[src/rtl/vx_warp_ibuffer_pkg.sv]
// Shared types and sizing helpers for the per-slot warp instruction buffer.
package vx_warp_ibuffer_pkg;

    localparam int ISSUE_RATIO   = 4;
    localparam int PERF_CTR_BITS = 44;
    localparam int IBUF_DATAW    = 128;

    // Decoded instruction as handed from decode to the scoreboard input.
    typedef struct packed {
        logic [IBUF_DATAW-1:0] payload;
    } ibuffer_data_t;

    // Clamp a size to at least 1 so degenerate configurations still elaborate.
    function automatic int up(input int x);
        return (x > 0) ? x : 1;
    endfunction

endpackage

[src/rtl/vx_warp_ibuffer_rr_arbiter.sv]
// Round-robin pick among requesting warps, with a lock that freezes the grant
// while the downstream consumer is stalling.
module vx_warp_ibuffer_rr_arbiter
    import vx_warp_ibuffer_pkg::*;
#(
    parameter int N     = 4,
    parameter int IDX_W = 2
) (
    input  logic             clk,
    input  logic             reset,
    input  logic [N-1:0]     req_i,
    input  logic             lock_i,
    input  logic             fire_i,
    output logic             valid_o,
    output logic [IDX_W-1:0] sel_o
);

    logic [IDX_W-1:0] rr_q, rr_d;
    logic [IDX_W-1:0] sel_q, sel_d;
    logic             locked_q, locked_d;
    logic [IDX_W-1:0] pick;

    // First requester strictly after rr, wrapping modulo N.
    always_comb begin
        logic             found;
        logic [IDX_W-1:0] idx;
        pick  = rr_q;
        found = 1'b0;
        idx   = '0;
        for (int i = 1; i <= N; i++) begin
            idx = IDX_W'((int'(rr_q) + i) % N);
            if (!found && req_i[idx]) begin
                pick  = idx;
                found = 1'b1;
            end
        end
    end

    assign valid_o = |req_i;
    assign sel_o   = locked_q ? sel_q : pick;

    // Next-state: a completed transfer advances rr and unlocks; a stall locks.
    always_comb begin
        rr_d     = rr_q;
        sel_d    = sel_q;
        locked_d = locked_q;
        if (fire_i) begin
            rr_d     = sel_o;
            locked_d = 1'b0;
        end else if (lock_i) begin
            sel_d    = sel_o;
            locked_d = 1'b1;
        end
    end

    // Arbiter state; reset makes warp 0 the first candidate.
    always_ff @(posedge clk) begin
        if (reset) begin
            rr_q     <= IDX_W'(N - 1);
            sel_q    <= '0;
            locked_q <= 1'b0;
        end else begin
            rr_q     <= rr_d;
            sel_q    <= sel_d;
            locked_q <= locked_d;
        end
    end

endmodule

[src/rtl/vx_warp_ibuffer.sv]
// Per-issue-slot instruction buffer: one small FIFO per warp, round-robin
// presentation to the scoreboard over a valid/ready handshake.
module vx_warp_ibuffer
    import vx_warp_ibuffer_pkg::*;
#(
    parameter  int NUM_WARPS = up(ISSUE_RATIO),
    parameter  int DEPTH     = 4,
    parameter  int DATAW     = $bits(ibuffer_data_t),
    localparam int WIS_W     = up($clog2(NUM_WARPS)),
    localparam int CNT_W     = $clog2(DEPTH + 1)
) (
    input  logic                       clk,
    input  logic                       reset,
    input  logic                       in_valid,
    input  logic [WIS_W-1:0]           in_wis,
    input  logic [DATAW-1:0]           in_data,
    output logic                       in_ready,
    output logic                       out_valid,
    output logic [WIS_W-1:0]           out_wis,
    output logic [DATAW-1:0]           out_data,
    input  logic                       out_ready,
    output logic [NUM_WARPS*CNT_W-1:0] warp_count,
    output logic [PERF_CTR_BITS-1:0]   perf_empty_cycles
);

    localparam int PTR_W = $clog2(DEPTH);

    logic                 push, pop;
    logic [WIS_W-1:0]     sel;
    logic [NUM_WARPS-1:0] nonempty;
    logic [CNT_W-1:0]     counts [NUM_WARPS];
    logic [DATAW-1:0]     heads  [NUM_WARPS];
    logic [PERF_CTR_BITS-1:0] perf_q, perf_d;

    // No full-bypass: readiness comes only from the registered count.
    assign in_ready  = (counts[in_wis] != CNT_W'(DEPTH));
    assign push      = in_valid && in_ready;
    assign pop       = out_valid && out_ready;
    assign out_wis   = sel;
    assign out_data  = heads[sel];

    vx_warp_ibuffer_rr_arbiter #(
        .N     (NUM_WARPS),
        .IDX_W (WIS_W)
    ) u_arb (
        .clk     (clk),
        .reset   (reset),
        .req_i   (nonempty),
        .lock_i  (out_valid && !out_ready),
        .fire_i  (pop),
        .valid_o (out_valid),
        .sel_o   (sel)
    );

    for (genvar w = 0; w < NUM_WARPS; w++) begin : g_warp
        logic [DATAW-1:0] mem_q [DEPTH];
        logic [PTR_W-1:0] head_q, head_d, tail_q, tail_d;
        logic [CNT_W-1:0] count_q, count_d;
        logic             push_w, pop_w;

        assign push_w = push && (in_wis == WIS_W'(w));
        assign pop_w  = pop && (sel == WIS_W'(w));

        // Pointer and occupancy update; simultaneous push/pop keeps the count.
        always_comb begin
            head_d  = head_q;
            tail_d  = tail_q;
            count_d = count_q;
            if (push_w) tail_d = tail_q + PTR_W'(1);
            if (pop_w)  head_d = head_q + PTR_W'(1);
            case ({push_w, pop_w})
                2'b10:   count_d = count_q + CNT_W'(1);
                2'b01:   count_d = count_q - CNT_W'(1);
                default: count_d = count_q;
            endcase
        end

        // Queue control state.
        always_ff @(posedge clk) begin
            if (reset) begin
                head_q  <= '0;
                tail_q  <= '0;
                count_q <= '0;
            end else begin
                head_q  <= head_d;
                tail_q  <= tail_d;
                count_q <= count_d;
            end
        end

        // Payload storage; contents are meaningless until counted as valid.
        always_ff @(posedge clk) begin
            if (push_w) mem_q[tail_q] <= in_data;
        end

        assign nonempty[w]                      = (count_q != '0);
        assign counts[w]                        = count_q;
        assign heads[w]                         = mem_q[head_q];
        assign warp_count[w*CNT_W +: CNT_W]     = count_q;
    end

    // Count cycles in which every queue is empty.
    always_comb begin
        perf_d = perf_q;
        if (nonempty == '0) perf_d = perf_q + PERF_CTR_BITS'(1);
    end

    // Performance counter register.
    always_ff @(posedge clk) begin
        if (reset) perf_q <= '0;
        else       perf_q <= perf_d;
    end

    assign perf_empty_cycles = perf_q;

`ifdef SIMULATION
    // Handshake sanity: never pop an empty queue or push a full one.
    always @(posedge clk) begin
        if (!reset) begin
            assert (!(pop && counts[sel] == '0))
                else $error("pop from empty queue %0d", sel);
            assert (!(push && counts[in_wis] == CNT_W'(DEPTH)))
                else $error("push to full queue %0d", in_wis);
        end
    end
`endif

endmodule

[config.mk]
export PLATFORM = sky130hd
export DESIGN_NAME = vx_warp_ibuffer
export DESIGN_NICKNAME = d
export VERILOG_FILES = /design/src/rtl/vx_warp_ibuffer_pkg.sv /design/src/rtl/vx_warp_ibuffer_rr_arbiter.sv /design/src/rtl/vx_warp_ibuffer.sv
export SDC_FILE = /design/constraint.sdc
export NUM_CORES = 2
export LEC_CHECK = 0
export BUFFER_PORTS_ARGS = -buffer_cell sky130_fd_sc_hd__buf_2
export CAP_MARGIN = 20
export CORE_ASPECT_RATIO = 1.4
export CORE_MARGIN = 2
export CORE_UTILIZATION = 28
export DETAILED_ROUTE_END_ITERATION = 7
export GPL_TIMING_DRIVEN = 0
export PLACE_DENSITY_LB_ADDON = 0.08
export SLEW_MARGIN = 25
export SYNTH_ARGS = -nofsm -noshare
export SYNTH_HDL_FRONTEND = slang
export SYNTH_SLANG_ARGS = --single-unit
[constraint.sdc]
create_clock -name clk -period 6.65 [get_ports clk]
set_clock_uncertainty 0.05 [all_clocks]
set_input_delay 0.3325 -clock clk [delete_from_list [all_inputs] [get_ports clk]]
set_output_delay 0.3325 -clock clk [all_outputs]
set_load 0.01 [all_outputs]
==> results by group <==
Run status
  – Status: finished clean

Clocking
  – Post-cts resize count: 0
  – Clk root buf: clkbuf_16
  – Setup Fix Bufs, Post-CTS: 0
  – # clock sinks: around 2100
  – Max Root-Sink Buffers: 4
  – CTS tree: done
  – Cts bufs inserted: 226
  – Hold buffer count at cts: around 130
  – Clock Latency Late Sink: just under 900 ps
  – Clk slew on worst S/H paths: around 60 ps
  – H-Tree Depth: 4

Global routing
  – First-pass GRT wire length: 339 mm
  – Initial antenna violation count: 46
  – Largest net degree at the start of global routing: 31
  – Total gr overflow: 0
  – Tot GR Track Use: 0.164
  – Vias in the first global route: 41800

Yosys
  – Async set-or-reset flop fraction in the synthesized netlist: 0
  – Synthesized area: 81800 um2
  – Synth Net Count: 3747
  – Synth Area in XOR/XNOR: 0.00525
  – Avg Cell Area, Syn: approximately 23 um2
  – Post-synthesis mux area share: 0.190
  – Top FF cell, synth: edfxtp_1
  – Top cells by area, synth: edfxtp_1 (75%), mux4_2 (14%), mux2i_1 (4.7%)
  – Post-synthesis sequential area ratio: 0.773
  – Count leader, synth: edfxtp_1
  – EDFF count, synth: 2048
  – Distinct cell type count after synthesis: between 40 and 50
  – Synth Register Bits: 2133
  – Synth Area in Adders: 0.00419
  – Largest family of logic cells by synthesized area: multiplexers
  – Synth top cells by count: edfxtp_1 (2048), mux4_2 (512), mux2i_1 (388)
  – Yosys Warn Count: 0
  – Compound-Gate Fraction of Synth Area: 0.00318
  – Cells after Synth: 3588
  – Largest area contributor in the netlist: edfxtp_1
  – Post-synth top area share: 0.752
  – Simple-gate share of the synthesized area: 0.0130

Cells and area
  – Layout cells sized above 1: 0.297
  – Fill cell count: 27500
  – Nets: around 4500
  – Non-filler instance count after layout: about 8400
  – Synth-to-layout area growth: 20.6%
  – Fin area: 98600 um2

Die
  – Row count: 234
  – CORE AREA: approximately 290000 um2
  – Die Y: 643 um
  – Die width: 461 um
  – Starting Density: 0.282
  – DIE AREA: a little under 300000 um2
  – IO Count: 322

Timing
  – Setup Viol. Count Final: 0
  – RSZ-0062 raised after global routing: no
  – Final hold violations: 0
  – Tmin final: 4990 ps
  – Slew margin rel.: 0.269
  – Worst slew pin tran: 1100 ps
  – Max Slew Vio Count: 0
  – Final worst slack: around 1700 ps
  – Fmax: 0.200 GHz
  – Period Utilization, post-route: 0.751
  – WHS: 327 ps

Route
  – Via density: 4.60
  – Iteration-0 DRC count of the detailed router: about 2800
  – Via Count: 38900
  – Routed WL: 245 mm
  – Number of remaining DRC errors: 0
  – DRT Pass-1 Iters: 5
  – Post-route ant nets: 0
  – DR WL/cell: 29.0 um

Setup path
  – Arrival time at the worst endpoint: 4610 ps
  – Levels on crit path: 9
  – WP buf/inv: 4
  – Startpoint types: register
  – CP Class: reg2out
  – CP delay by family, top: buffers and inverters
  – CP Cell Sequence: or3_1 -> o221ai_1 -> o21ai_1 -> a21oi_1 -> buf_2 -> buf_4 -> buf_4 -> mux2i_1 -> buf_2
  – Slowest Stage Delay on Critical Path: 610 ps
  – Slowest CP cell: mux2i_1
  – WP data required: 6270 ps
  – Critical Path Fanout Max: 10
  – CP endpoint kind: output port
  – R2R cell count: 14

Placement
  – Placed Instances: 7891
  – Post-DP HPWL: 153 mm
  – Port bufs: 321
  – Pre-CTS WS: 2460 ps
  – Placed cell area: 90500 um2
  – Routability cong.: 0.698

Power and ir drop
  – Max VDD drop: 0.224 mV
  – Leak pwr: 31.4 nW
  – Pwr Density: approximately 400 nW/um2

Min path
  – Hold-critical path depth: 2
  – Hold Crit Class: in2reg

Run
  – Max_cap viols: 0
-- metrics by stage --
step	setup TNS, ps	util	total power [mW]
5_1_grt	0	0.339	40.9
2_1_floorplan	0	-	22.3
3_3_place_gp	-7093420	0.304	27.9
3_5_place_dp	0	0.312	27.9
6_report	0	0.340	39.0
4_1_cts	0	0.339	40.1
-- per-layer routing --
| metal | part of all wire | vias up | routed length, um | GRT usage |
|---|---|---|---|---|
| met5 | 0.00048 | - | 118 | 0 |
| met4 | 0.024 | 22 | 5780 | 0.0404 |
| met3 | 0.043 | 336 | 10600 | 0.0274 |
| met2 | 0.51 | 776 | 126000 | 0.288 |
| met1 | 0.42 | 21100 | 102000 | 0.209 |
| li1 | - | 16600 | - | - |
-- cell type report --
class	count	area [um2]	area share
sequential	2133	63200	0.641
buffer	173	876	0.00888
clock inverter	114	678	0.00688
antenna	15	37.5	0.000381
clock buffer	288	6010	0.0610
tap	3894	4870	0.0494
timing repair buffer	543	5120	0.0519
multi-input combinational	1242	17700	0.179
inverter	40	150	0.00152
-- final timing paths --
| path | to | start | slack (ps) |
|---|---|---|---|
| hold / removal | g_warp[1].mem_q[0][6]$_DFFE_PP_ | in_data[6] | 330 |
| hold reg to reg | u_arb.sel_q[1]$_SDFFE_PP0P_ | u_arb.sel_q[1]$_SDFFE_PP0P_ | 440 |
| setup reg to reg | g_warp[0].count_q[2]$_SDFFE_PP0P_ | g_warp[2].count_q[2]$_SDFFE_PP0P_ | 2590 |
| setup / recovery | out_data[106] | g_warp[2].count_q[2]$_SDFFE_PP0P_ | 1660 |
-- cell usage in the layout, fill, tap and decap left out, types with 15 or more instances in the layout --
| cell | instances |
|---|---|
| a21oi_1 | 24 |
| and2_4 | 16 |
| buf_12 | 33 |
| buf_16 | 55 |
| buf_2 | 336 |
| buf_4 | 35 |
| clkbuf_1 | 113 |
| clkbuf_16 | 231 |
| clkbuf_2 | 61 |
| clkinv_1 | 64 |
| clkinv_2 | 39 |
| dfxtp_1 | 85 |
| diode_2 | 15 |
| dlygate4sd3_1 | 134 |
| edfxtp_1 | 2048 |
| ha_1 | 21 |
| inv_1 | 39 |
| mux2i_1 | 388 |
| mux4_2 | 512 |
| nand2_1 | 22 |
| nor2_1 | 75 |
| nor3_1 | 25 |
| xnor2_1 | 35 |
-- state kept, by name, indices dropped and copies added (netlist names), named ones only --
signal and flops:
g_warp.count_q 12, g_warp.head_q 8, g_warp.mem_q 2048, g_warp.tail_q 8
perf_empty_cycles 44, u_arb.locked_q 1, u_arb.rr_q 2, u_arb.sel_q 2
-- cells by family (layout without fill, tap and decap cells) --
group | count (synthesis) | count (layout)
DFF | 2133 | 2133
muxes | 910 | 910
buffers and inverters | 213 | 1158
and+or+nand+nor | 210 | 210
xor gates and xnor gates | 49 | 49
AOI/OAI and AO/OA | 48 | 48
adders and majority gates | 25 | 25
other | 0 | 15
-- power by group --
| part | total [mW] | switching (mW) | internal, mW | leakage [nW] |
|---|---|---|---|---|
| combinational | 12.1 | 7.35 | 4.73 | 8.93 |
| sequential | 15.0 | 0.0906 | 15.0 | 19.2 |
| clock | 11.9 | 5.26 | 6.59 | 3.29 |
| total | 39.0 | 12.7 | 26.3 | 31.4 |
Note: power is estimated with default switching activity, not from simulation.
